$ cat src/rtl/load_unit.sv
// MEM-stage load unit: alignment check, word read over valid/ready + rvalid,
// byte/halfword select with sign/zero extension, flushable at any point.
module load_unit #(
  parameter int ADDR_W = 32
) (
  input  logic              clk,
  input  logic              reset,
  input  logic              flush,
  input  logic              req_valid,
  output logic              req_ready,
  input  logic [2:0]        req_op,
  input  logic [ADDR_W-1:0] req_addr,
  output logic              m_rd_valid,
  input  logic              m_rd_ready,
  output logic [ADDR_W-1:0] m_rd_addr,
  input  logic              m_rd_rvalid,
  input  logic [31:0]       m_rd_rdata,
  output logic              rsp_valid,
  input  logic              rsp_ready,
  output logic [31:0]       rsp_data,
  output logic              rsp_exc
);

  typedef enum logic [2:0] {S_IDLE, S_REQ, S_WAIT, S_RESP, S_DRAIN} state_e;

  typedef struct packed {
    logic [2:0] op;
    logic [1:0] off;
  } ld_req_t;

  localparam logic [2:0] OP_LW  = 3'b000;
  localparam logic [2:0] OP_LB  = 3'b001;
  localparam logic [2:0] OP_LBU = 3'b010;
  localparam logic [2:0] OP_LH  = 3'b011;
  localparam logic [2:0] OP_LHU = 3'b100;

  state_e            state_q, state_d;
  ld_req_t           req_q, req_d;
  logic [ADDR_W-1:0] m_rd_addr_q, m_rd_addr_d;
  logic [31:0]       rsp_data_q, rsp_data_d;
  logic              rsp_exc_q, rsp_exc_d;
  logic              req_ok;

  function automatic logic [31:0] extract(input ld_req_t r, input logic [31:0] d);
    logic [7:0]  b;
    logic [15:0] h;
    b = d[{r.off, 3'b000} +: 8];
    h = r.off[1] ? d[31:16] : d[15:0];
    case (r.op)
      OP_LW:   extract = d;
      OP_LB:   extract = {{24{b[7]}}, b};
      OP_LBU:  extract = {24'b0, b};
      OP_LH:   extract = {{16{h[15]}}, h};
      OP_LHU:  extract = {16'b0, h};
      default: extract = 32'b0;
    endcase
  endfunction

  // Legal op and naturally aligned address; bytes never misalign.
  always_comb begin
    case (req_op)
      OP_LW:          req_ok = (req_addr[1:0] == 2'b00);
      OP_LH, OP_LHU:  req_ok = ~req_addr[0];
      OP_LB, OP_LBU:  req_ok = 1'b1;
      default:        req_ok = 1'b0;
    endcase
  end

  always_comb begin
    state_d     = state_q;
    req_d       = req_q;
    m_rd_addr_d = m_rd_addr_q;
    rsp_data_d  = rsp_data_q;
    rsp_exc_d   = rsp_exc_q;
    case (state_q)
      S_IDLE: begin
        if (req_valid && !flush) begin
          req_d.op    = req_op;
          req_d.off   = req_addr[1:0];
          m_rd_addr_d = {req_addr[ADDR_W-1:2], 2'b00};
          rsp_data_d  = 32'b0;
          rsp_exc_d   = ~req_ok;
          state_d     = req_ok ? S_REQ : S_RESP;
        end
      end
      S_REQ: begin
        if (flush)           state_d = S_IDLE;
        else if (m_rd_ready) state_d = S_WAIT;
      end
      S_WAIT: begin
        // A flush after the address handshake must still absorb the rvalid.
        if (flush) begin
          state_d = m_rd_rvalid ? S_IDLE : S_DRAIN;
        end else if (m_rd_rvalid) begin
          rsp_data_d = extract(req_q, m_rd_rdata);
          rsp_exc_d  = 1'b0;
          state_d    = S_RESP;
        end
      end
      S_DRAIN: begin
        if (m_rd_rvalid) state_d = S_IDLE;
      end
      S_RESP: begin
        if (flush || rsp_ready) state_d = S_IDLE;
      end
      default: state_d = S_IDLE;
    endcase
  end

  always_ff @(posedge clk or negedge reset) begin
    if (!reset) begin
      state_q     <= S_IDLE;
      req_q       <= '0;
      m_rd_addr_q <= '0;
      rsp_data_q  <= '0;
      rsp_exc_q   <= 1'b0;
    end else begin
      state_q     <= state_d;
      req_q       <= req_d;
      m_rd_addr_q <= m_rd_addr_d;
      rsp_data_q  <= rsp_data_d;
      rsp_exc_q   <= rsp_exc_d;
    end
  end

  assign req_ready  = (state_q == S_IDLE);
  assign m_rd_valid = (state_q == S_REQ);
  assign m_rd_addr  = m_rd_addr_q;
  assign rsp_valid  = (state_q == S_RESP);
  // Data/exc only visible while a response is presented, so reset and idle read as 0.
  assign rsp_data   = rsp_valid ? rsp_data_q : 32'b0;
  assign rsp_exc    = rsp_valid & rsp_exc_q;

endmodule

$ cat config.mk
export PLATFORM = sky130hd
export DESIGN_NAME = load_unit
export DESIGN_NICKNAME = d
export VERILOG_FILES = /design/src/rtl/load_unit.sv
export SDC_FILE = /design/constraint.sdc
export NUM_CORES = 1
export LEC_CHECK = 0
export ABC_AREA = 1
export CORE_UTILIZATION = 49
export CTS_CLUSTER_DIAMETER = 50
export DETAILED_ROUTE_END_ITERATION = 10
export GPL_TIMING_DRIVEN = 0
export HOLD_SLACK_MARGIN = 0.06
export PLACE_DENSITY = 0.86
export SYNTH_ARGS = -nofsm -noshare
export SYNTH_HDL_FRONTEND = slang
export SYNTH_SLANG_ARGS = --single-unit
$ cat constraint.sdc
create_clock -name clk -period 3.2 [get_ports clk]
set_input_delay 0.64 -clock clk [delete_from_list [all_inputs] [get_ports clk]]
set_output_delay 0.64 -clock clk [all_outputs]
set_load 0.02 [all_outputs]
==> run metrics <==
status completed; Peak Freq 336 MHz; GRT Total Usage 0.285; vias per cell 4.91; Clock Pin Slew Worst Setup and Hold Paths 0.09 ns; layout cell share with drive strength beyond 1 0.0660; MaxCap Viol Count 0; total chip power 4.59 mW; P per Cell Area 795 nW/µm²; endpoint class of the critical path output port; Post-synth EDFFs 0; Slew headroom 0.396; worst slew pin tran 0.906 ns; register area share after synthesis 0.441; GRT overflow 0; placed inst area 5550 µm²; Nets 827; Synth async-reset ratio 1.00; cts bufs inserted 9; #FFs+latches synth 71; area of the core 7850 µm²; kind of critical path reg2out; Hold WC Path Type in2async; CP Data Arrival Time 2.34 ns; Ys Warns 0; RSZ-0062 raised after global routing false; FP Rows 32; port bufs 139; drt pass-1 iters 5; Clk Latency, worst-skew pair 0.36 ns; routed via count 4220; antenna diode count 0; Final period util 0.930; Die W 92.7 µm; WL final 11700 µm; largest net degree at the start of global routing 72; Longest Clk Path Bufs 2; final hold vios 0; H-tree lvl count 3; clk root buf clkbuf_8; Post-DRT Antenna Nets 0; die height 92.7 µm; Routed WL per cell 13.6 µm; Synth cell types 21; Syn Area/Cell 6.69 µm²; final setup vio count 0; number of clock sinks 71; vias in the first global route 4095; Peak supply drop 0.000523 V; DR DRC count 0; commonest non-fill, non-tap cell in the layout nand2_1; first-pass GRT wire length 18900 µm; post-route insts no fill 860; CTS tree done; fin area 5770 µm²; Worst setup SP type register; cts hold-fix bufs 0; minimum clock period 2.98 ns; post-CTS setup buffer count 0; io pins 142; HPWL Detailed 8760 µm; die area 8590 µm²; placed cells 844; Top FF cell, synth dfrtp_1; critical path fanouts, max 10; GPL Wtd Cong 0.862; Worst Skew 0.0142 ns; leak pwr 3.03 nW; critical path data required time 2.56 ns; Final Max Tran Viols 0; Initial Util 0.514; layout overhead on the synthesized area 43.3%; mapped cell area 4030 µm²; commonest non-fill, non-tap cells in the layout nand2_1 (228), clkdlybuf4s50_1 (138), inv_1 (104); initial antenna violation count 0; Gate Count Post-Synth 602; Iter 0 DRT Violations 277
-- cell usage after synthesis, types with 2 or more instances --
cell      count  share of area
a21oi_1      11          0.014
buf_1         2         0.0019
buf_2         6         0.0075
buf_4         7          0.013
buf_6         3         0.0084
clkbuf_1      9         0.0084
dfrtp_1      71           0.44
inv_1       104          0.097
nand2_1     228           0.21
nand2_2       3         0.0047
nand3_1      33          0.041
nand3_2      11          0.027
nor2_1       64          0.060
o21ai_0      43          0.053
-- stage by stage --
step | worst slack, ns | utilization | TNS [ns] | hold WS [ns]
2_1_floorplan | 0.980 | - | 0 | 0.344
3_3_place_gp | -0.967 | 0.708 | -68.43 | 0.463
3_5_place_dp | 0.482 | 0.707 | 0 | 0.467
4_1_cts | 0.0953 | 0.736 | 0 | 0.435
5_1_grt | 0.0260 | 0.736 | 0 | 0.461
6_report | 0.223 | 0.736 | 0 | 0.367
-- layer usage --
metal  share of wire  GRT usage  wire length (µm)  vias to the layer above
li1                -          -                 -                     2087
met1            0.41      0.346              4830                     1926
met2            0.47      0.476              5530                      177
met3           0.087     0.0731              1020                       30
met4           0.029      0.129               342                        0
met5               0          0                 0                        -
-- report_power, final --
group | leakage, nW | switching (mW) | total, mW | internal (mW)
clock | 0.110 | 0.366 | 0.827 | 0.461
combinational | 1.99 | 1.40 | 2.32 | 0.926
sequential | 0.927 | 0.214 | 1.44 | 1.23
-- worst max-delay path, cell delays in order (launching register included) --
cell,delay [ns]
dfrtp_1,0.45
inv_1,0.08
nand2_1,0.06
nor2_1,0.17
inv_1,0.16
clkbuf_2,0.26
nor2_1,0.16
clkdlybuf4s50_1,0.64
-- state kept, by name (all words and copies together), names as in the netlist --
register	cells
m_rd_addr	30
req_q	5
rsp_exc_q	1
state_q	3
rsp_data_q	32
-- cell families after synthesis --
family,after synthesis,synth area share
flip-flops,71,0.441
AND/OR/NAND/NOR,342,0.352
AO/OA/AOI/OAI,54,0.0671
buffers and inverters,134,0.139
other,1,0.000930
-- cell type report --
type,count,area [µm²]
fill,648,2070
sequential,71,1780
multi-input combinational,398,1700
timing repair buffer,139,1390
inverter,107,403
buffer,27,159
clock buffer,11,141
tap,102,128
clock inverter,5,81.3
-- final timing paths --
kind                                                 from                         end  slack [ns]  cells after the start
worst max-delay path               state_q[2]$_DFFE_PN0P_                rsp_data[17]        0.22                      7
worst max register to register       req_q[3]$_DFFE_PN0P_  rsp_data_q[19]$_DFFE_PN0P_        1.44                      8
min in group clk                rsp_data_q[5]$_DFFE_PN0P_   rsp_data_q[5]$_DFFE_PN0P_        0.48                      2
max in group asynchronous                           reset    m_rd_addr[7]$_DFFE_PN0P_        2.20                      1
worst min-delay path                                reset  rsp_data_q[10]$_DFFE_PN0P_        0.37                      1
worst min register to register  rsp_data_q[5]$_DFFE_PN0P_   rsp_data_q[5]$_DFFE_PN0P_        0.48                      2
-- repair_timing --
item	in CTS	in global routing
hold endpoints to repair	0	0
gates resized for setup	0	2
setup endpoints to repair	0	6
Note: power is estimated with default switching activity, not from simulation.
